<file path="src/rtl/mem_master_pkg.sv">
// Shared types for the CPU memory-bus initiator.
// Widths, FSM states, client ids and the range check.
package mem_master_pkg;

    localparam int ADDR_W = 16;
    localparam int DATA_W = 16;

    typedef logic [ADDR_W-1:0] addr_t;
    typedef logic [DATA_W-1:0] data_t;

    typedef enum logic [1:0] {
        ST_IDLE   = 2'd0,
        ST_ACCESS = 2'd1,
        ST_RESP   = 2'd2
    } state_t;

    typedef enum logic {
        CL_IF = 1'b0,
        CL_D  = 1'b1
    } client_t;

    // Full-width unsigned compare: no truncation of the address.
    function automatic logic in_range(addr_t a, int unsigned depth);
        return 32'(a) < depth;
    endfunction

endpackage

</file>
<file path="src/rtl/mem_master_if.sv">
// CPU-client handshakes and word-memory strobes in one bundle.
// master = the initiator, slave = the CPU clients plus memory.
interface mem_master_if;
    import mem_master_pkg::*;

    logic    if_req;
    addr_t   if_addr;
    logic    if_ready;
    data_t   if_rdata;
    logic    d_req;
    logic    d_we;
    addr_t   d_addr;
    data_t   d_wdata;
    logic    d_ready;
    data_t   d_rdata;
    logic    err;
    logic    busy;
    logic    mem_read;
    logic    mem_write;
    addr_t   mem_addr;
    data_t   mem_wdata;
    data_t   mem_rdata;

    modport master (
        input  if_req, if_addr, d_req, d_we, d_addr, d_wdata, mem_rdata,
        output if_ready, if_rdata, d_ready, d_rdata, err, busy,
        output mem_read, mem_write, mem_addr, mem_wdata
    );

    modport slave (
        output if_req, if_addr, d_req, d_we, d_addr, d_wdata, mem_rdata,
        input  if_ready, if_rdata, d_ready, d_rdata, err, busy,
        input  mem_read, mem_write, mem_addr, mem_wdata
    );

endinterface

</file>
<file path="src/rtl/mem_master_rr_arb2.sv">
// Two-input round-robin arbiter with one-hot grant.
// Bit 1 (data client) is favoured out of reset.
module rr_arb2 (
    input  logic       clk,
    input  logic       reset,
    input  logic [1:0] req,
    input  logic       accept,
    output logic [1:0] gnt
);

    logic ptr;

    always_comb begin
        gnt = 2'b00;
        unique case (1'b1)
            (req == 2'b11): gnt = ptr ? 2'b10 : 2'b01;
            (req == 2'b01): gnt = 2'b01;
            (req == 2'b10): gnt = 2'b10;
            default:        gnt = 2'b00;
        endcase
    end

    // After a grant the pointer favours the client that lost.
    always_ff @(posedge clk) begin
        if (reset)
            ptr <= 1'b1;
        else if (accept && (gnt != 2'b00))
            ptr <= gnt[0];
    end

endmodule

</file>
<file path="src/rtl/mem_master.sv">
// Memory-bus initiator: arbitrates fetch and data clients onto
// the word memory, one transaction at a time.
module mem_master
    import mem_master_pkg::*;
#(
    parameter int unsigned MEM_DEPTH    = 16,
    parameter int unsigned READ_LATENCY = 1
) (
    input  logic clk,
    input  logic reset,
    mem_master_if.master bus
);

    localparam int LAT_W = $clog2(READ_LATENCY + 1);
    localparam logic [LAT_W-1:0] LAT_LAST = LAT_W'(READ_LATENCY - 1);

    state_t            state;
    client_t           cl;
    logic              we;
    logic [LAT_W-1:0]  lat;
    logic [1:0]        gnt;
    logic              accept;
    client_t           sel_cl;
    addr_t             sel_addr;
    logic              sel_we;

    rr_arb2 u_arb (
        .clk    (clk),
        .reset  (reset),
        .req    ({bus.d_req, bus.if_req}),
        .accept (accept),
        .gnt    (gnt)
    );

    always_comb begin
        sel_cl   = gnt[1] ? CL_D : CL_IF;
        sel_addr = gnt[1] ? bus.d_addr : bus.if_addr;
        sel_we   = gnt[1] & bus.d_we;
        accept   = (state == ST_IDLE) && (gnt != 2'b00);
    end

    assign bus.busy = (state != ST_IDLE);

    always_ff @(posedge clk) begin
        if (reset) begin
            state         <= ST_IDLE;
            cl            <= CL_D;
            we            <= 1'b0;
            lat           <= '0;
            bus.if_ready  <= 1'b0;
            bus.if_rdata  <= '0;
            bus.d_ready   <= 1'b0;
            bus.d_rdata   <= '0;
            bus.err       <= 1'b0;
            bus.mem_read  <= 1'b0;
            bus.mem_write <= 1'b0;
            bus.mem_addr  <= '0;
            bus.mem_wdata <= '0;
        end else begin
            unique case (state)
                ST_IDLE: if (accept) begin
                    cl  <= sel_cl;
                    we  <= sel_we;
                    lat <= '0;
                    if (!in_range(sel_addr, MEM_DEPTH)) begin
                        state        <= ST_RESP;
                        bus.err      <= 1'b1;
                        bus.if_ready <= (sel_cl == CL_IF);
                        bus.d_ready  <= (sel_cl == CL_D);
                    end else begin
                        state        <= ST_ACCESS;
                        bus.mem_addr <= sel_addr;
                        if (sel_we) begin
                            bus.mem_write <= 1'b1;
                            bus.mem_wdata <= bus.d_wdata;
                        end else begin
                            bus.mem_read  <= 1'b1;
                        end
                    end
                end
                ST_ACCESS: begin
                    if (we) begin
                        bus.mem_write <= 1'b0;
                        state         <= ST_RESP;
                        bus.if_ready  <= (cl == CL_IF);
                        bus.d_ready   <= (cl == CL_D);
                    end else if (lat == LAT_LAST) begin
                        bus.mem_read  <= 1'b0;
                        state         <= ST_RESP;
                        bus.if_ready  <= (cl == CL_IF);
                        bus.d_ready   <= (cl == CL_D);
                        if (cl == CL_D)
                            bus.d_rdata  <= bus.mem_rdata;
                        else
                            bus.if_rdata <= bus.mem_rdata;
                    end else begin
                        lat <= lat + 1'b1;
                    end
                end
                ST_RESP: begin
                    state        <= ST_IDLE;
                    bus.if_ready <= 1'b0;
                    bus.d_ready  <= 1'b0;
                    bus.if_rdata <= '0;
                    bus.d_rdata  <= '0;
                    bus.err      <= 1'b0;
                end
                default: state <= ST_IDLE;
            endcase
        end
    end

endmodule
</file>
<file path="src/flat_wrapper.sv">
// flat-port wrapper written by rule: the top's interface ports become plain ports
module mem_master_flat import mem_master_pkg::*;
#(
    parameter int unsigned MEM_DEPTH    = 16,
    parameter int unsigned READ_LATENCY = 1
)
  (clk, reset, bus_if_req, bus_if_addr, bus_d_req, bus_d_we, bus_d_addr, bus_d_wdata, bus_mem_rdata, bus_if_ready, bus_if_rdata, bus_d_ready, bus_d_rdata, bus_err, bus_busy, bus_mem_read, bus_mem_write, bus_mem_addr, bus_mem_wdata);
  mem_master_if bus_i ();
  input  logic clk;
  input  logic reset;
  input wire logic [$bits(bus_i.if_req)-1:0] bus_if_req;
  input wire logic [$bits(bus_i.if_addr)-1:0] bus_if_addr;
  input wire logic [$bits(bus_i.d_req)-1:0] bus_d_req;
  input wire logic [$bits(bus_i.d_we)-1:0] bus_d_we;
  input wire logic [$bits(bus_i.d_addr)-1:0] bus_d_addr;
  input wire logic [$bits(bus_i.d_wdata)-1:0] bus_d_wdata;
  input wire logic [$bits(bus_i.mem_rdata)-1:0] bus_mem_rdata;
  output wire logic [$bits(bus_i.if_ready)-1:0] bus_if_ready;
  output wire logic [$bits(bus_i.if_rdata)-1:0] bus_if_rdata;
  output wire logic [$bits(bus_i.d_ready)-1:0] bus_d_ready;
  output wire logic [$bits(bus_i.d_rdata)-1:0] bus_d_rdata;
  output wire logic [$bits(bus_i.err)-1:0] bus_err;
  output wire logic [$bits(bus_i.busy)-1:0] bus_busy;
  output wire logic [$bits(bus_i.mem_read)-1:0] bus_mem_read;
  output wire logic [$bits(bus_i.mem_write)-1:0] bus_mem_write;
  output wire logic [$bits(bus_i.mem_addr)-1:0] bus_mem_addr;
  output wire logic [$bits(bus_i.mem_wdata)-1:0] bus_mem_wdata;
  assign bus_i.if_req = bus_if_req;
  assign bus_i.if_addr = bus_if_addr;
  assign bus_i.d_req = bus_d_req;
  assign bus_i.d_we = bus_d_we;
  assign bus_i.d_addr = bus_d_addr;
  assign bus_i.d_wdata = bus_d_wdata;
  assign bus_i.mem_rdata = bus_mem_rdata;
  assign bus_if_ready = bus_i.if_ready;
  assign bus_if_rdata = bus_i.if_rdata;
  assign bus_d_ready = bus_i.d_ready;
  assign bus_d_rdata = bus_i.d_rdata;
  assign bus_err = bus_i.err;
  assign bus_busy = bus_i.busy;
  assign bus_mem_read = bus_i.mem_read;
  assign bus_mem_write = bus_i.mem_write;
  assign bus_mem_addr = bus_i.mem_addr;
  assign bus_mem_wdata = bus_i.mem_wdata;
  mem_master #(.MEM_DEPTH(MEM_DEPTH), .READ_LATENCY(READ_LATENCY)) u_core (.clk(clk), .reset(reset), .bus(bus_i));
endmodule
</file>
<file path="config.mk">
export PLATFORM = sky130hd
export DESIGN_NAME = mem_master_flat
export DESIGN_NICKNAME = d
export VERILOG_FILES = /design/src/rtl/mem_master_pkg.sv /design/src/rtl/mem_master_if.sv /design/src/rtl/mem_master_rr_arb2.sv /design/src/rtl/mem_master.sv /design/src/flat_wrapper.sv
export SDC_FILE = /design/constraint.sdc
export NUM_CORES = 1
export LEC_CHECK = 0
export ABC_CLOCK_PERIOD_IN_PS = 2400
export BUFFER_PORTS_ARGS = -buffer_cell sky130_fd_sc_hd__buf_4
export CAP_MARGIN = 20
export CORE_MARGIN = 5
export CORE_UTILIZATION = 40
export DETAILED_ROUTE_END_ITERATION = 10
export GPL_TIMING_DRIVEN = 0
export MAX_ROUTING_LAYER = met4
export PLACE_DENSITY = 0.75
export SLEW_MARGIN = 20
export SYNTH_ARGS = -nofsm -noshare
export SYNTH_HDL_FRONTEND = slang
export SYNTH_HIERARCHICAL = 1
export SYNTH_SLANG_ARGS = --single-unit
</file>
<file path="constraint.sdc">
create_clock -name clk -period 2.4 [get_ports clk]
set_clock_uncertainty 0.05 [all_clocks]
set_input_delay 0.48 -clock clk [delete_from_list [all_inputs] [get_ports clk]]
set_output_delay 0.48 -clock clk [all_outputs]
set_load 0.005 [all_outputs]
</file>
==> results of run 1 <==
==> worst register-to-register path: cells and delay by family, from the launching register on <==
kind	cells	cell delay (ns)
compound gates	1	0.12
buf+inv	3	0.73
mux	1	0.25
fa+ha+maj	1	0.16
simple gates	2	0.39
flops	1	0.34
==> cell families (layout without fill, tap and decap cells) <==
group,count (synthesis),in the layout,synth area share [%]
multiplexers,37,37,11.6
flip-flops,74,74,45.2
AO/OA/AOI/OAI,86,86,19.0
AND/OR/NAND/NOR,101,101,17.4
buffers and inverters,41,196,5.27
adder cells (fa/ha/maj),4,4,1.53
==> power by group through the flow <==
| stage | Sequential [mW] | Clock (mW) | Combinational (mW) |
|---|---|---|---|
| final | 1.35 | 0.955 | 0.680 |
| after CTS | 1.35 | 0.983 | 0.679 |
| after global placement | 1.38 | 0 | 0.658 |
| after global routing | 1.36 | 1.04 | 0.746 |
| after detailed placement | 1.38 | 0 | 0.676 |
| after floorplan | 1.38 | 0 | 0.369 |
==> per-stage QoR <==
step | setup TNS [ns] | hold slack, ns | total power [mW] | cell area (sq um)
after floorplan | 0 | 0.400 | 1.75 | 3280
after global placement | -1.80 | 0.398 | 2.03 | 4450
after detailed placement | -3.41 | 0.405 | 2.05 | 4450
after CTS | 0 | 0.311 | 3.01 | 4640
after global routing | 0 | 0.309 | 3.15 | 4670
final | 0 | 0.328 | 2.99 | 4670
==> state kept, by name, indices dropped and copies added (netlist names) <==
register and count:
u_core/bus.d_rdata 16, u_core/bus.d_ready 1, u_core/bus.err 1, u_core/bus.if_rdata 16
u_core/bus.if_ready 1, u_core/bus.mem_addr 16, u_core/bus.mem_read 1, u_core/bus.mem_wdata 16
u_core/bus.mem_write 1, u_core/cl 1, u_core/state 2, u_core/u_arb/ptr 1
u_core/we 1
==> final cells by class <==
type                       instances  area (sq um)
multi-input combinational        228          1640
sequential                        74          1480
inverter                          14          56.3
clock buffer                      10           128
tap                              105           131
fill                             768          3430
clock inverter                     6          65.1
timing repair buffer             139          1040
buffer                            27           125
==> metal layers <==
metal / GRT usage (%) / share of wire [%] / vias up
li1: - / - / 1567
met1: 24.2 / 43 / 1497
met2: 32.3 / 50 / 99
met3: 4.43 / 5.7 / 10
met4: 6.11 / 1.2 / 0
met5: - / 0 / -
==> timing repair <==
action / CTS / global route
setup endpoints to repair: 1 / 37
pin swaps: 0 / 1
hold buffers: 0 / 0
setup buffers: 0 / 1
gates resized for setup: 1 / 8
==> Yosys cell counts, drive strengths merged (2+ instances only) <==
library cell	number	area share (%)
o21ai	5	0.76
inv	13	1.5
nor3	2	0.31
a21oi	20	3.1
nor3b	15	3.6
nor2	40	4.6
a311oi	3	0.80
mux2i	33	10
nand2	9	1.0
o41ai	17	4.5
dfxtp	74	45
nor4	5	1.9
o211ai	16	3.7
mux2	4	1.4
buf	9	1.6
a31oi	4	0.76
or4	2	0.46
a21boi	2	0.46
nor2b	17	3.2
nand4	3	0.57
o21a	2	0.46
and4	2	0.57
a211oi	8	1.8
ha	4	1.5
clkbuf	18	2.1
nand2b	2	0.38
==> worst max-delay path by stage <==
stage / slack (ns) / startpoint / end
floorplan: 0.39 / bus_d_req / u_core/bus.mem_wdata[10]
global placement: -0.13 / bus_if_req / u_core/bus.mem_wdata[15]
detailed placement: -0.20 / bus_if_req / u_core/bus.mem_wdata[14]
CTS: 0.04 / u_core/u_arb/ptr / u_core/bus.mem_wdata[9]
global route: 0.05 / u_core/state[1] / u_core/bus.if_rdata[14]
finish: 0.24 / u_core/state[1] / u_core/bus.if_rdata[12]
==> reports/metrics.cfg, run 1 <==
[layout]
diodes=0
fin_cells=603
drive_gt1_share_pct=35.7
final_cell_mix=142 x buf_4, 74 x dfxtp_1, 39 x nor2_1, 32 x mux2i_1, 20 x a21oi_1
nets=566
post-route-util_pct=57.7
final_common_cell=buf_4
syn_to_final_growth_pct=42.3

[run]
cap_violations=0

[power_and_ir_drop]
p_clk_share_pct=32.0
swShare_pct=29.1
irDropWorstVdd_uv=384
leakage_nw=2.10
p_seq_share_pct=45.2
pwr-share-comb_pct=22.8
intPower_mw=2.12
power.switching_uw=869
power_density_nw_per_um2=640

[critical_path]
cp.depth=8
reg2reg_depth=8
reg2reg_slack_ns=0.24
start_kind=register
crit_type=reg2reg
path_cells=inv_1 -> ha_1 -> buf_2 -> o21ai_0 -> nand2_1 -> buf_2 -> mux2i_1 -> nor2_1
cp_common_cell=buf_2
cp_slowest_cell=buf_2
path_delay_family=buffers and inverters
slowest_delay_ns=0.39
arrival_ns=2.33
worst_r2r_endpoint=u_core/bus.if_rdata[12]
critPathBufInv=3
cp.required_ns=2.57
worstPathMaxFanout=10
endpoint_kind=register
r2r_start=u_core/state[1]

[global_route]
overflow=0
grt_pass1_vias=3249
grt_use_total_pct=19.7
grt_max_degree=14
antenna_found_initial=0
grt_pass1_wl_mm=15.6

[timing]
fin_crit_sh_pct=89.8
finalCriticalPeriod_ns=2.16
rsz0062_at_grt=no
max_freq_mhz=464
tightest_slew_ns=0.610
slew_violations=0
hold_violations=0
relSlewSlack_pct=59.2
setup_slack_ns=0.244
final-setup-viol-count=0

[yosys]
synth-async-reset-ratio_pct=0
synth-seq-area-share_pct=45.2
syn_avg_cell_area_sq_um=9.56
syn_area_sq_um=3280
synth_cells=343
yosysWarningCount=6
syn-num-nets=416
ys_ff_latch=74
yosysUniqueCellTypes=46
synth_top_flop_cell=dfxtp_1
synth_edf_count=0

[placement]
hpwl_mm=7.36
gp_congestion=0.901
dp.cells=586
pre_cts_ws_ns=-0.205
portBuffers=138

[floorplanning]
die_w_um=101
num_rows=33
core-area_sq_um=8090
start_util_pct=40.5
die_area_sq_um=10100
pin_count=139
die_h_um=101

[clocking]
cts_buffer_depth=2
clk_latency_ns=0.34
clk_pin_slew_ns=0.09
clock_sinks=74
cts-root-buf=clkbuf_8
htree_levels=3
cts_buffers=9
cts_tree=built

[hold_path]
min-delay-start=reset
min_to=u_core/u_arb/ptr
hp-class=in2reg
worstHoldPathCells=2

[detailed_routing]
avgViaCountPerCell=5.26
routed_wl_mm=9.74
ant_nets=0
drt_iter0_drc=163
drc_errors=0
drtPass1Iterations=4
num_vias=3173
post_drt_wl_per_cell_um=16.2

[status]
run_status=completed

(Power assumes the default switching activity.)
==> run 2: changes to the inputs <==
==> constraint.sdc (replaced) <==
create_clock -name clk -period 2.4 [get_ports clk]
set_clock_uncertainty 0.05 [all_clocks]
set_input_delay 0.24 -clock clk [delete_from_list [all_inputs] [get_ports clk]]
set_output_delay 0.24 -clock clk [all_outputs]
set_load 0.005 [all_outputs]
==> run 2 against run 1 <==
Against the previous run:
- sequential cell count unchanged
- worst setup slack got worse by 0.0065 ns
- global-route usage unchanged
- first-iteration DRC count grew 5.5%
- fmax decreased by 0.30%
- power shrank 0.10%
- clock power hardly changed
- core utilization is essentially flat
- register-to-register slack hardly changed
- highest routed layer unchanged
==> reports/metrics.cfg, run 2 (synthesized netlist as in run 1, its figures left out) <==
[placement]
gp_congestion=0.901  ; unchanged
dpl-instance-area_sq_um=4450  ; unchanged
pre_cts_ws_ns=0.0264  ; +0.231 ns
hpwl_mm=7.36  ; unchanged
portBuffers=138  ; unchanged

[layout]
drive_gt1_share_pct=35.5  ; -0.20 points
final_cell_area_sq_um=4660  ; about the same
syn_to_final_growth_pct=42.3  ; about the same
final_common_cell=buf_4
post-route-util_pct=57.6  ; about the same
final_cell_mix=142 x buf_4, 74 x dfxtp_1, 39 x nor2_1, 32 x mux2i_1, 20 x a21oi_1
diodes=0  ; unchanged
nets=566  ; unchanged

[detailed_routing]
num_vias=3180  ; +0.22%
drc_errors=0  ; unchanged
ant_nets=0  ; unchanged
avgViaCountPerCell=5.27  ; +0.22%
drtPass1Iterations=4  ; unchanged
post_drt_wl_per_cell_um=16.1  ; -0.10%
routed_wl_mm=9.73  ; -0.10%
drt_iter0_drc=172  ; +5.5%

[critical_path]
path_delay_family=buffers and inverters
cp.required_ns=2.57  ; about the same
start_kind=register
endpoint_kind=register
critPathBufInv=3  ; unchanged
crit_type=reg2reg
worstPathMaxFanout=10  ; unchanged
arrival_ns=2.33  ; about the same
slowest_delay_ns=0.39  ; about the same
cp_common_cell=buf_2
path_cells=inv_1 -> ha_1 -> buf_2 -> o21ai_0 -> nand2_1 -> buf_2 -> mux2i_1 -> nor2_1
reg2reg_slack_ns=0.24  ; about the same
cp_slowest_cell=buf_2

[floorplanning]
num_rows=33  ; unchanged
die_w_um=101  ; unchanged
pin_count=139  ; unchanged
core-area_sq_um=8090  ; unchanged
die_h_um=101  ; unchanged
start_util_pct=40.5  ; unchanged
die_area_sq_um=10100  ; unchanged

[timing]
max_freq_mhz=462  ; -0.30%
setup_total_negative_slack_ns=0  ; unchanged
slew_violations=0  ; unchanged
rsz0062_at_grt=no
fin_crit_sh_pct=90.1  ; +0.27 points
finalCriticalPeriod_ns=2.16  ; +0.00647 ns
hold_violations=0  ; unchanged
setup_slack_ns=0.237  ; -0.00647 ns
tightest_slew_ns=0.627  ; +0.0162 ns
relSlewSlack_pct=58.1  ; -1.1 points
final-setup-viol-count=0  ; unchanged

[power_and_ir_drop]
power.total_mw=2.98  ; -0.10%
leakage_nw=2.09  ; -0.15%
irDropWorstVdd_uv=384  ; about the same
power_density_nw_per_um2=640  ; about the same

[clocking]
clk_pin_slew_ns=0.09  ; about the same
clock_sinks=74  ; unchanged
cts_buffer_depth=2  ; unchanged
htree_levels=3  ; unchanged
cts_buffers=9  ; unchanged
cts-root-buf=clkbuf_8
cts_tree=built
clk_latency_ns=0.33  ; about the same

[global_route]
grt_max_degree=14  ; unchanged
overflow=0  ; unchanged
grt_pass1_wl_mm=15.6  ; unchanged
antenna_found_initial=0  ; unchanged
grt_pass1_vias=3249  ; unchanged
grt_use_total_pct=19.7  ; unchanged

[run]
cap_violations=0  ; unchanged

[hold_path]
hp-class=in2reg

[status]
run_status=completed

-- run 2: cell counts in the layout (fill, tap and decap cells not counted) --
Identical to the previous run, type by type.
-- run 2: timing repair --
item,CTS,global route
endpoints found under the setup margin,1,36
hold endpoints to repair,0,0
pin swaps,0,1
hold buffers,0,0
setup buffers,0,1
gates resized for setup,1,6
-- run 2: metal layers --
layer | up-vias | part of all wire, % | GRT usage (%)
met5 | - | 0 | -
met4 | 0 | 1.2 | 6.11
met3 | 10 | 6.1 | 4.43
met2 | 116 | 50 | 32.3
met1 | 1484 | 42 | 24.2
li1 | 1570 | - | -
-- run 2: metrics by stage --
stage               std cells  hold WS, ns
floorplan                 343        0.300
global placement          586        0.398
detailed placement        586        0.405
CTS                       602       0.0710
global route              603       0.0686
finish                    603       0.0878
-- run 2: final timing paths --
kind                                from                      end  cells after the start
hold / removal                     reset         u_core/u_arb/ptr                      2
hold reg to reg   u_core/bus.mem_addr[0]   u_core/bus.mem_addr[0]                      2
setup reg to reg         u_core/state[1]  u_core/bus.if_rdata[12]                      8
setup / recovery         u_core/state[1]  u_core/bus.if_rdata[12]                      8
-- run 2: area by class of cell --
type,count,area (sq um)
Clock buffer,10,128
Sequential cell,74,1480
Tap cell,105,131
Clock inverter,6,65.1
Timing Repair Buffer,139,1040
Fill cell,769,3430
Inverter,14,56.3
Multi-Input combinational cell,228,1640
Buffer,27,124
-- run 2: power by group --
group | switching, mW | internal (mW)
clock network | 0.471 | 0.483
logic | 0.348 | 0.331
registers | 0.0478 | 1.30
total | 0.866 | 2.12
